--- src/rtl/active_video_gate_if.sv ---
// Video-side signal bundle for active_video_gate: sync/pixel inputs and gated RGB, DE, coordinates.
// master drives the sync and RGB inputs; slave is the gate itself.
interface active_video_gate_if;
  logic       pixel_en;
  logic       hsync;
  logic       vsync;
  logic       is_field_odd;
  logic       red_in;
  logic       green_in;
  logic       blue_in;
  logic       red_out;
  logic       green_out;
  logic       blue_out;
  logic       de;
  logic [9:0] x;
  logic [8:0] y;
  logic       field_odd;
  logic       sync_lost;

  modport master (
    output pixel_en, hsync, vsync, is_field_odd, red_in, green_in, blue_in,
    input  red_out, green_out, blue_out, de, x, y, field_odd, sync_lost
  );

  modport slave (
    input  pixel_en, hsync, vsync, is_field_odd, red_in, green_in, blue_in,
    output red_out, green_out, blue_out, de, x, y, field_odd, sync_lost
  );
endinterface

--- src/rtl/active_video_gate.sv ---
// Finds the active picture from hsync/vsync and pixel_en, blanks RGB outside it, emits DE and x/y.
// Outputs are registered one clk after the input sample; no backpressure, the pixel stream is free-running.
module active_video_gate #(
  parameter int H_START   = 128,
  parameter int H_ACTIVE  = 768,
  parameter int V_START   = 23,
  parameter int V_ACTIVE  = 288,
  parameter int H_TIMEOUT = 1020
) (
  input logic                 clk,
  input logic                 reset,
  active_video_gate_if.slave  vid
);

  localparam logic [1:0] IDLE   = 2'd0;
  localparam logic [1:0] PORCH  = 2'd1;
  localparam logic [1:0] ACTIVE = 2'd2;
  localparam logic [1:0] BLANK  = 2'd3;

  localparam logic [10:0] H_FIRST = 11'(H_START - 1);
  localparam logic [10:0] H_LOST  = 11'(H_TIMEOUT);
  localparam logic [9:0]  X_LAST  = 10'(H_ACTIVE - 1);
  localparam logic [9:0]  V_LO    = 10'(V_START);
  localparam logic [9:0]  V_HI    = 10'(V_START + V_ACTIVE);
  localparam logic [8:0]  Y_OFF   = 9'(V_START);

  logic [1:0]  state;
  logic        hsync_d;
  logic        vsync_d;
  logic        hs_edge;
  logic        vs_edge;
  logic [10:0] h_count;
  logic [8:0]  v_count;
  logic [8:0]  v_count_next;
  logic        line_active;
  logic        in_active;

  // Edge history tracks the inputs even through reset so a level held across reset is not seen as an edge.
  always_ff @(posedge clk) begin
    hsync_d <= vid.hsync;
    vsync_d <= vid.vsync;
  end

  always_comb begin
    hs_edge      = vid.hsync & ~hsync_d;
    vs_edge      = vid.vsync & ~vsync_d;
    in_active    = (state == ACTIVE);
    v_count_next = v_count;
    if (vs_edge) begin
      v_count_next = '0;
    end else if (hs_edge && (v_count != 9'h1FF)) begin
      v_count_next = v_count + 9'd1;
    end
    line_active = ({1'b0, v_count_next} >= V_LO) && ({1'b0, v_count_next} < V_HI);
  end

  always_ff @(posedge clk) begin
    if (reset) begin
      state         <= IDLE;
      h_count       <= '0;
      v_count       <= '0;
      vid.x         <= '0;
      vid.y         <= '0;
      vid.field_odd <= 1'b0;
      vid.sync_lost <= 1'b1;
      vid.de        <= 1'b0;
      vid.red_out   <= 1'b0;
      vid.green_out <= 1'b0;
      vid.blue_out  <= 1'b0;
    end else begin
      v_count <= v_count_next;
      if (vs_edge) begin
        vid.field_odd <= vid.is_field_odd;
      end

      if (hs_edge) begin
        h_count <= '0;
      end else if (vid.pixel_en && (h_count != 11'h7FF)) begin
        h_count <= h_count + 11'd1;
      end

      vid.de        <= in_active;
      vid.red_out   <= in_active & vid.red_in;
      vid.green_out <= in_active & vid.green_in;
      vid.blue_out  <= in_active & vid.blue_in;

      // A new hsync always restarts the line, including a short line cut off mid-ACTIVE.
      if (hs_edge) begin
        state         <= line_active ? PORCH : BLANK;
        vid.sync_lost <= 1'b0;
      end else if (vid.pixel_en && (state != IDLE) && (h_count == H_LOST)) begin
        state         <= IDLE;
        vid.sync_lost <= 1'b1;
      end else if (vid.pixel_en) begin
        case (state)
          PORCH: begin
            if (h_count == H_FIRST) begin
              state <= ACTIVE;
              vid.x <= '0;
              vid.y <= v_count - Y_OFF;
            end
          end
          ACTIVE: begin
            if (vid.x == X_LAST) begin
              state <= BLANK;
            end else begin
              vid.x <= vid.x + 10'd1;
            end
          end
          default: begin
          end
        endcase
      end
    end
  end

endmodule
--- src/flat_wrapper.sv ---
// flat-port wrapper written by rule: the top's interface ports become plain ports
module active_video_gate_flat 
#(
  parameter int H_START   = 128,
  parameter int H_ACTIVE  = 768,
  parameter int V_START   = 23,
  parameter int V_ACTIVE  = 288,
  parameter int H_TIMEOUT = 1020
)
  (clk, reset, vid_pixel_en, vid_hsync, vid_vsync, vid_is_field_odd, vid_red_in, vid_green_in, vid_blue_in, vid_red_out, vid_green_out, vid_blue_out, vid_de, vid_x, vid_y, vid_field_odd, vid_sync_lost);
  active_video_gate_if vid_i ();
  input logic clk;
  input logic reset;
  input wire logic [$bits(vid_i.pixel_en)-1:0] vid_pixel_en;
  input wire logic [$bits(vid_i.hsync)-1:0] vid_hsync;
  input wire logic [$bits(vid_i.vsync)-1:0] vid_vsync;
  input wire logic [$bits(vid_i.is_field_odd)-1:0] vid_is_field_odd;
  input wire logic [$bits(vid_i.red_in)-1:0] vid_red_in;
  input wire logic [$bits(vid_i.green_in)-1:0] vid_green_in;
  input wire logic [$bits(vid_i.blue_in)-1:0] vid_blue_in;
  output wire logic [$bits(vid_i.red_out)-1:0] vid_red_out;
  output wire logic [$bits(vid_i.green_out)-1:0] vid_green_out;
  output wire logic [$bits(vid_i.blue_out)-1:0] vid_blue_out;
  output wire logic [$bits(vid_i.de)-1:0] vid_de;
  output wire logic [$bits(vid_i.x)-1:0] vid_x;
  output wire logic [$bits(vid_i.y)-1:0] vid_y;
  output wire logic [$bits(vid_i.field_odd)-1:0] vid_field_odd;
  output wire logic [$bits(vid_i.sync_lost)-1:0] vid_sync_lost;
  assign vid_i.pixel_en = vid_pixel_en;
  assign vid_i.hsync = vid_hsync;
  assign vid_i.vsync = vid_vsync;
  assign vid_i.is_field_odd = vid_is_field_odd;
  assign vid_i.red_in = vid_red_in;
  assign vid_i.green_in = vid_green_in;
  assign vid_i.blue_in = vid_blue_in;
  assign vid_red_out = vid_i.red_out;
  assign vid_green_out = vid_i.green_out;
  assign vid_blue_out = vid_i.blue_out;
  assign vid_de = vid_i.de;
  assign vid_x = vid_i.x;
  assign vid_y = vid_i.y;
  assign vid_field_odd = vid_i.field_odd;
  assign vid_sync_lost = vid_i.sync_lost;
  active_video_gate #(.H_START(H_START), .H_ACTIVE(H_ACTIVE), .V_START(V_START), .V_ACTIVE(V_ACTIVE), .H_TIMEOUT(H_TIMEOUT)) u_core (.clk(clk), .reset(reset), .vid(vid_i));
endmodule
--- config.mk ---
export PLATFORM = sky130hd
export DESIGN_NAME = active_video_gate_flat
export DESIGN_NICKNAME = d
export VERILOG_FILES = /design/src/rtl/active_video_gate_if.sv /design/src/rtl/active_video_gate.sv /design/src/flat_wrapper.sv
export SDC_FILE = /design/constraint.sdc
export NUM_CORES = 1
export LEC_CHECK = 0
export ABC_AREA = 0
export CAP_MARGIN = 0
export CORE_MARGIN = 2
export CORE_UTILIZATION = 59
export DETAILED_ROUTE_END_ITERATION = 8
export PLACE_DENSITY = 0.95
export SYNTH_ARGS = -nofsm -noshare
export SYNTH_HDL_FRONTEND = slang
export SYNTH_SLANG_ARGS = --single-unit
--- constraint.sdc ---
create_clock -name clk -period 4.6 [get_ports clk]
set_input_delay 1.38 -clock clk [delete_from_list [all_inputs] [get_ports clk]]
set_output_delay 1.38 -clock clk [all_outputs]
set_load 0.03 [all_outputs]
; ---- Word-level counts from Yosys, hierarchy flattened
; Index checks and enable logic that the tools add are counted.
[totals]
ff_bits = 49
in_bits = 9
output_inout_bits = 25
word_cells = 67
[op_classes]
add_sub_neg = 4
n_lt_le_gt_ge = 2
eq_ne = 11
n_mux = 14
n_bitwise = 9
reduce_logical = 14
[op_table]
columns = operator, n
row1 = $mux W10, 2
row2 = $pmux W10 S2, 1
row3 = $mux W9, 2
row4 = $mux W2, 6
row5 = $add A11 B1 Y11 const B, 1
row6 = $eq A11 B10 Y1 const B, 1
row7 = $eq A11 B7 Y1 const B, 1
row8 = $ne A11 B11 Y1 const B, 1
row9 = $add A10 B1 Y10 const B, 1
row10 = $eq A10 B10 Y1 const B, 1
row11 = $add A9 B1 Y9 const B, 1
row12 = $ge A9 B5 Y1 const B, 1
row13 = $lt A9 B9 Y1 const B, 1
row14 = $ne A9 B9 Y1 const B, 1
row15 = $sub A9 B5 Y9 const B, 1
row16 = $reduce_and A6 Y1, 1
row17 = $reduce_bool A2 Y1, 3
row18 = $and A1 B1 Y1, 5
row19 = $logic_and A1 B1 Y1, 5
row20 = $reduce_and A5 Y1, 1
row21 = $ne A4 B1 Y1 const B, 1
row22 = $ne A4 B3 Y1 const B, 1
row23 = $not A1 Y1, 4
row24 = $pmux W2 S2, 1
row25 = other kinds (9), 10

; ---- Depth between registers and ports, before layout
; Gate-level depths: netlist of the first run.
[depth]
depth_word = 9
depth_mapped = 10

; ---- Worst setup path after synthesis of the first run
; Ideal clock, no wire load.
[synth_timing]
kind = in2reg
from = input port vid_hsync
to = register u_core.vid.y[4]
setup_ps = 128
arrival_time_ps = 2688
t_required_ps = 4472
setup_slack_ps = 1785
stages = 7
n_path_buf = 2
cell_sequence = nor2b_1 > a41oi_2 > and4_1 > clkbuf_1 > buf_2 > mux2i_1 > nor2_1
[synth_via]
elab_chain_len = 3
[synth_lines]
columns = item, line
row1 = start: declaration, flat_wrapper.sv:15  ; input wire logic [$bits(vid_i.hsync)-1:0] vid_hsync;
row2 = $and A1 B1 Y1, active_video_gate.sv:45  ; hs_edge = vid.hsync & ~hsync_d;
row3 = $not A1 Y1 (no source line), -
row4 = $reduce_and A5 Y1 (no source line), -
row5 = end signal: assignment, active_video_gate.sv:100  ; vid.y <= v_count - Y_OFF;
row6 = end: declaration, active_video_gate_if.sv:27  ; output red_out, green_out, blue_out, de, x, y, field_odd, sync_lost
; No other way between the ends.
; A chain may end at the register's enable or synchronous reset.

; ---- Worst setup path in the final report of the first run
[layout_timing]
from = input port vid_hsync
to = register u_core.vid.x[7]
[layout_via]
elab_chain_len = 3
[layout_lines]
columns = item, line
row1 = $and A1 B1 Y1, active_video_gate.sv:45
row2 = $not A1 Y1 (no source line), -
row3 = $reduce_and A6 Y1 (no source line), -
row4 = end signal: assignment, active_video_gate.sv:107  ; vid.x <= vid.x + 10'd1;
row5 = end: declaration, active_video_gate_if.sv:27
; No other way between the ends.

==> out/results.tsv, run 1 <==
stage	metric	value	unit
synth	Syn Area/Cell	8.780	um2
critical_path	critical path data arrival time	3410	ps
worst_hold_path	hold path endpoint	u_core.vid.field_odd$_SDFFE_PP0P_	
die	Initial Util	0.6211	
synth	Most used DFF post-synth	dfxtp_1	
clock_network	Num Clock Sinks	49	
clock_network	clock latency on the worst-skew pair	310	ps
detailed_routing	DRC Markers	0	
synth	Mapped Nets	302	
clock_network	CTS hold repair buffers	0	
clock_network	H-tree depth	2	
critical_path	RR Startpoint	u_core.v_count[0]$_SDFF_PP0_	
clock_network	PostCTS Resize Cnt	0	
worst_hold_path	worst min path class	reg2reg	
critical_path	worst path bufs/invs	1	
placement	hpwl dp	3.802	mm
synth	share of the synthesized area in the top cell type	0.3920	
global_routing	total track usage	0.2364	
sta	RSZ-0062 raised after global routing	false	
die	core box area	0.004029	mm2
status	status	complete, no violations	
synth	leading post-synthesis cells by cell area	dfxtp_1 39%, nor2_1 5.3%, xor2_1 4.9%	
synth	sequential share of the synthesized area	0.3920	
placement	Placed Cells	355	
global_routing	initial antenna violation count	0	
detailed_routing	Wirelength per Cell	14.86	um
final_layout	area grow syn2layout	17.10	%
critical_path	Setup crit start kind	input pin	
synth	top-count cell post-synth	dfxtp_1	
clock_network	TritonCTS clock tree	done	
clock_network	CTS buffer count	5	
die	floorplan row count	23	
critical_path	Crit-path slowest cell	or4b_1	
worst_hold_path	hold path start	u_core.vid.field_odd$_SDFFE_PP0P_	
synth	cells after synthesis	285	
sta	clk_skew	9.237	ps
sta	Final setup viols	0	
sta	Hold Fails Final Rpt	0	
sta	Slew HR	0.1638	
pwr	static leakage	0.9858	nW
detailed_routing	Initial DRC Count	185	
final_layout	Nets	329	
clock_network	root buf cell	clkbuf_8	
clock_network	Worst-path clk slew	80	ps
detailed_routing	via count	2196	
die	Die Area	0.004778	mm2
global_routing	largest net degree at the start of global routing	21	
sta	worst slew pin tran	1245	ps
pwr	Max VDD drop	0.0002558	V
pwr	Overall Power	0.0007517	W
synth	Yosys cell types	48	
synth	Seq cells post-synth	49	
critical_path	crit-path leading delay family	simple AND/OR/NAND/NOR gates	
detailed_routing	Post-DRT Antenna Nets	0	
synth	Synth area leader	dfxtp_1	
sta	Slew Limit Fails	0	
critical_path	crit-path max FO	19	
die	Die Y	69.13	um
global_routing	vias in the first global route	2062	
placement	PortBufs	33	
detailed_routing	DRT Wirelength	5.395	mm
critical_path	Largest stage delay, worst path	590	ps
critical_path	R2R depth	9	
critical_path	Required @ worst endpoint	4840	ps
synth	yosys warns	0	
die	I/O Pins	34	
final_layout	share of cells above drive strength 1	0.06070	
worst_hold_path	hold path depth	2	
clock_network	CTS max path bufs	2	
critical_path	r2r setup slk	1810	ps
sta	fmax	315.6	MHz
synth	commonest cells in the netlist	49 x dfxtp_1, 35 x nor2_1, 17 x a21oi_1, 17 x nand2_1, 14 x xor2_1	
sta	final setup TNS	0	ps
synth	Async SR Flop Fraction	0	
run	Max Cap Viol	0	
placement	GPL Wtd Cong	0.8851	
global_routing	first-pass GRT wire length	9.294	mm
final_layout	Fillers	295	
critical_path	endpoint type of the worst setup path	register	
global_routing	gr ovfl total	0	
sta	final period utilization	0.6888	
die	chip width	69.13	um
critical_path	CP Class	in2reg	
clock_network	postcts setup bufs	0	
final_layout	antenna fix cells	0	
synth	EDFF count, synth	0	
detailed_routing	DRT Pass-1 Iters	4	
critical_path	crit-path cells	clkdlybuf4s50_1, nor2b_1, a41oi_2, nand4_4, or4b_1, a21oi_1	
synth	Cell Area, Synth	0.002502	mm2
final_layout	final std cells w/o fill	363	
sta	minimum clock period	3168	ps
critical_path	Reg-to-Reg End	u_core.state[1]$_SDFFE_PP0P_	
pwr	P per Cell Area	256.5	mW/mm2
detailed_routing	via density per instance	6.050	
-- metal layers --
layer | GRT usage | wire (um)
met2 | 0.4017 | 2728
met1 | 0.2794 | 2323
met3 | 0.04532 | 252
met4 | 0.1285 | 91
met5 | 0 | 0
-- worst reg2reg max path: stages (launching register included) --
cell and delay (ps):
dfxtp_1 380, ha_1 270, and2_1 220, and4_1 220
ha_1 210, or3b_2 580, o21ai_0 250, o21ai_0 170
a211o_1 320, a31oi_1 120
-- power by group --
part	switching (W)	internal [W]
clock	0.000142	0.000108
sequential	0.00000460	0.000430
combinational	0.0000401	0.0000269
total	0.000187	0.000565
-- worst max path at each step --
stage / startpoint / end / slack, ps / depth (start not counted)
finish: vid_hsync / u_core.vid.x[7]$_SDFFE_PP0P_ / 1430 / 6
detailed placement: vid_hsync / u_core.vid.y[3]$_SDFFE_PP0P_ / 1120 / 6
CTS: vid_hsync / u_core.vid.x[7]$_SDFFE_PP0P_ / 1440 / 6
floorplan: vid_hsync / u_core.vid.y[4]$_SDFFE_PP0P_ / 1780 / 7
global placement: vid_hsync / u_core.vid.y[4]$_SDFFE_PP0P_ / 1210 / 6
global route: vid_hsync / u_core.vid.y[7]$_SDFFE_PP0P_ / 1280 / 6
-- placed cells by master, fill, tap and decap left out, types with 2 or more instances in the layout --
cell	instances
dfxtp_1	49
nor2_1	35
clkdlybuf4s50_1	33
nand2_1	17
a21oi_1	17
xor2_1	14
inv_1	13
nand4_1	9
xnor2_1	9
ha_1	8
mux2i_1	7
nand3_1	6
a211oi_1	6
and3_1	5
and2_1	5
nor2b_1	5
o31ai_1	5
o21ai_0	5
a31oi_1	5
clkbuf_8	5
and4_1	4
or4b_1	4
or4_1	4
or3_1	3
nor3_1	3
or3b_2	3
nor4_1	3
or2_2	3
nor3b_1	2
o41ai_1	2
o21bai_1	2
nand2b_1	2
a41oi_1	2
a31o_2	2
clkbuf_1	2
-- cells by family after synthesis --
group	after synthesis	share of synthesized area
xor gates and xnor gates	23	0.08050
muxes	7	0.02800
adders and majority gates	8	0.04000
and+or+nand+nor	117	0.2630
AOI/OAI and AO/OA	54	0.1545
DFF	49	0.3920
buffers and inverters	27	0.04200
-- stage by stage --
stage	hold slack, ps	util	instance area (um2)	setup WS, ps
after global routing	528.2	0.7273	2930	1280
final	502.7	0.7273	2930	1432
after detailed placement	488.4	0.7065	2846	1125
after floorplan	466.1	-	2502	1785
after global placement	473.7	0.7065	2846	1212
after CTS	504.0	0.7273	2930	1442
-- flip-flops by register name (all words and copies together), names as in the netlist, 2 cells and up --
signal          count
u_core.h_count     11
u_core.vid.x       10
u_core.v_count      9
u_core.vid.y        9
u_core.state        2
-- cell type report --
class	instances	area, um2	share of cell area
multi-input cells	209	1416	0.4833
flip-flops and latches	49	980.9	0.3348
repair buffers	34	337.8	0.1153
clock buffers	7	76.32	0.02605
well taps	50	62.56	0.02135
inverters	13	48.80	0.01665
clock inverters	1	7.507	0.002562
Note: power is estimated with default switching activity, not from simulation.
==> run 2: changes to the inputs <==
Settings changed: CORE_UTILIZATION 59 to 54, PLACE_DENSITY 0.95 to 0.89.
Clock period 4.6 ns to 3.3 ns, I/O delays scaled along.
==> out/results.tsv, run 2 (synthesis results as in run 1) <==
stage	metric	value	unit
status	status	complete, no violations	
clock_network	CTS hold repair buffers	0	
sta	RSZ-0062 raised after global routing	false	
global_routing	total track usage	0.2124	
detailed_routing	Post-DRT Antenna Nets	0	
pwr	Overall Power	0.001141	W
final_layout	antenna fix cells	0	
worst_hold_path	hold path endpoint	u_core.vid.field_odd$_SDFFE_PP0P_	
die	Die Area	0.005195	mm2
run	Max Cap Viol	0	
clock_network	root buf cell	clkbuf_8	
global_routing	vias in the first global route	2073	
critical_path	critical path data arrival time	3020	ps
global_routing	gr ovfl total	0	
detailed_routing	Initial DRC Count	113	
detailed_routing	via density per instance	5.892	
die	Initial Util	0.5669	
placement	PortBufs	33	
placement	hpwl dp	3.717	mm
sta	Final setup viols	0	
global_routing	largest net degree at the start of global routing	20	
clock_network	Num Clock Sinks	49	
pwr	static leakage	1.031	nW
critical_path	Setup crit start kind	input pin	
global_routing	first-pass GRT wire length	8.970	mm
sta	worst slew pin tran	652.4	ps
sta	Slew HR	0.5617	
final_layout	register with the most flip-flops	u_core.h_count	
critical_path	crit-path max FO	19	
critical_path	R2R depth	9	
worst_hold_path	hold path start	u_core.vid.field_odd$_SDFFE_PP0P_	
clock_network	PostCTS Resize Cnt	0	
sta	final period utilization	0.8467	
final_layout	commonest non-fill, non-tap cell in the layout	dfxtp_1	
die	core box area	0.004414	mm2
sta	Slew Limit Fails	0	
pwr	Max VDD drop	0.0003602	V
detailed_routing	Wirelength per Cell	14.48	um
clock_network	TritonCTS clock tree	done	
die	floorplan row count	24	
final_layout	Top Registers	u_core.h_count (11), u_core.vid.x (10)	
critical_path	r2r setup slk	550	ps
detailed_routing	DRT Pass-1 Iters	4	
sta	clk_skew	4.023	ps
clock_network	Worst-path clk slew	80	ps
critical_path	endpoint type of the worst setup path	register	
clock_network	CTS buffer count	5	
detailed_routing	DRC Markers	0	
worst_hold_path	worst min path class	reg2reg	
sta	Hold Fails Final Rpt	0	
die	chip width	72.08	um
critical_path	RR Startpoint	u_core.v_count[0]$_SDFF_PP0_	
critical_path	Reg-to-Reg End	u_core.state[1]$_SDFFE_PP0P_	
final_layout	most frequent cells in the layout	49 x dfxtp_1, 35 x nor2_1, 33 x clkdlybuf4s50_1	
detailed_routing	DRT Wirelength	5.357	mm
final_layout	share of cells above drive strength 1	0.07862	
worst_hold_path	hold path depth	2	
die	Die Y	72.08	um
clock_network	clock latency on the worst-skew pair	300	ps
clock_network	CTS max path bufs	2	
sta	minimum clock period	2794	ps
sta	final setup TNS	0	ps
detailed_routing	via count	2180	
critical_path	CP Class	in2reg	
critical_path	Required @ worst endpoint	3530	ps
final_layout	Nets	334	
final_layout	number of flip-flops in the largest register	11	
pwr	P per Cell Area	379.9	mW/mm2
placement	GPL Wtd Cong	0.8900	
clock_network	H-tree depth	2	
die	I/O Pins	34	
global_routing	initial antenna violation count	0	
sta	fmax	357.9	MHz
final_layout	area grow syn2layout	20.00	%
clock_network	postcts setup bufs	0	
run 2: cell types whose count changed in the layout (fill, tap and decap cells not counted), sizes merged:
cell | before | now
clkinvlp | 1 | 0
bufinv | 0 | 1
buf | 1 | 6
run 2: layout make-up:
cell class	instances	area, um2
clock buffer	7	86.33
fill	350	1411
inverter	13	48.80
timing repair buffer	39	375.4
tap	52	65.06
sequential	49	980.9
multi-input combinational	209	1416
clock inverter	1	30.03
run 2: how the worst max path moves through the flow:
| stage | end | cells past startpoint | start |
|---|---|---|---|
| 6_report | u_core.vid.x[7]$_SDFFE_PP0P_ | 6 | vid_hsync |
| 5_1_grt | u_core.vid.x[6]$_SDFFE_PP0P_ | 6 | vid_hsync |
| 4_1_cts | u_core.vid.x[7]$_SDFFE_PP0P_ | 6 | vid_hsync |
| 3_5_place_dp | u_core.vid.x[5]$_SDFFE_PP0P_ | 6 | vid_hsync |
| 3_3_place_gp | u_core.vid.x[6]$_SDFFE_PP0P_ | 6 | vid_hsync |
| 2_1_floorplan | u_core.state[1]$_SDFFE_PP0P_ | 10 | u_core.v_count[0]$_SDFF_PP0_ |
run 2: worst max-delay path, cell delays in order:
cell	delay, ps
clkdlybuf4s50_1	460
nor2b_1	220
a41oi_2	340
nand4_4	290
or4b_1	570
a21oi_1	160
run 2: metal layers:
layer,GRT usage,up-vias,part of all wire
met5,0,-,0
met4,0.05870,0,0.011
met1,0.2419,1033,0.43
met2,0.3955,52,0.51
li1,-,1086,-
met3,0.04722,9,0.046
run 2: per-stage QoR:
stage               worst slack, ps    util  area, um2  hold slack [ps]  instances
floorplan                     734.9       -       2502            466.1        285
global placement              309.5  0.6539       2887            478.0        362
detailed placement            221.2  0.6539       2887            485.8        362
CTS                           514.9  0.6803       3003            506.1        370
global route                  382.1  0.6803       3003            520.5        370
finish                        505.9  0.6803       3003            495.7        370
run 2: report_power, final:
part / internal (W) / switching (W)
Sequential: 0.000600 / 0.00000594
Combinational: 0.0000396 / 0.0000566
Clock: 0.000247 / 0.000192
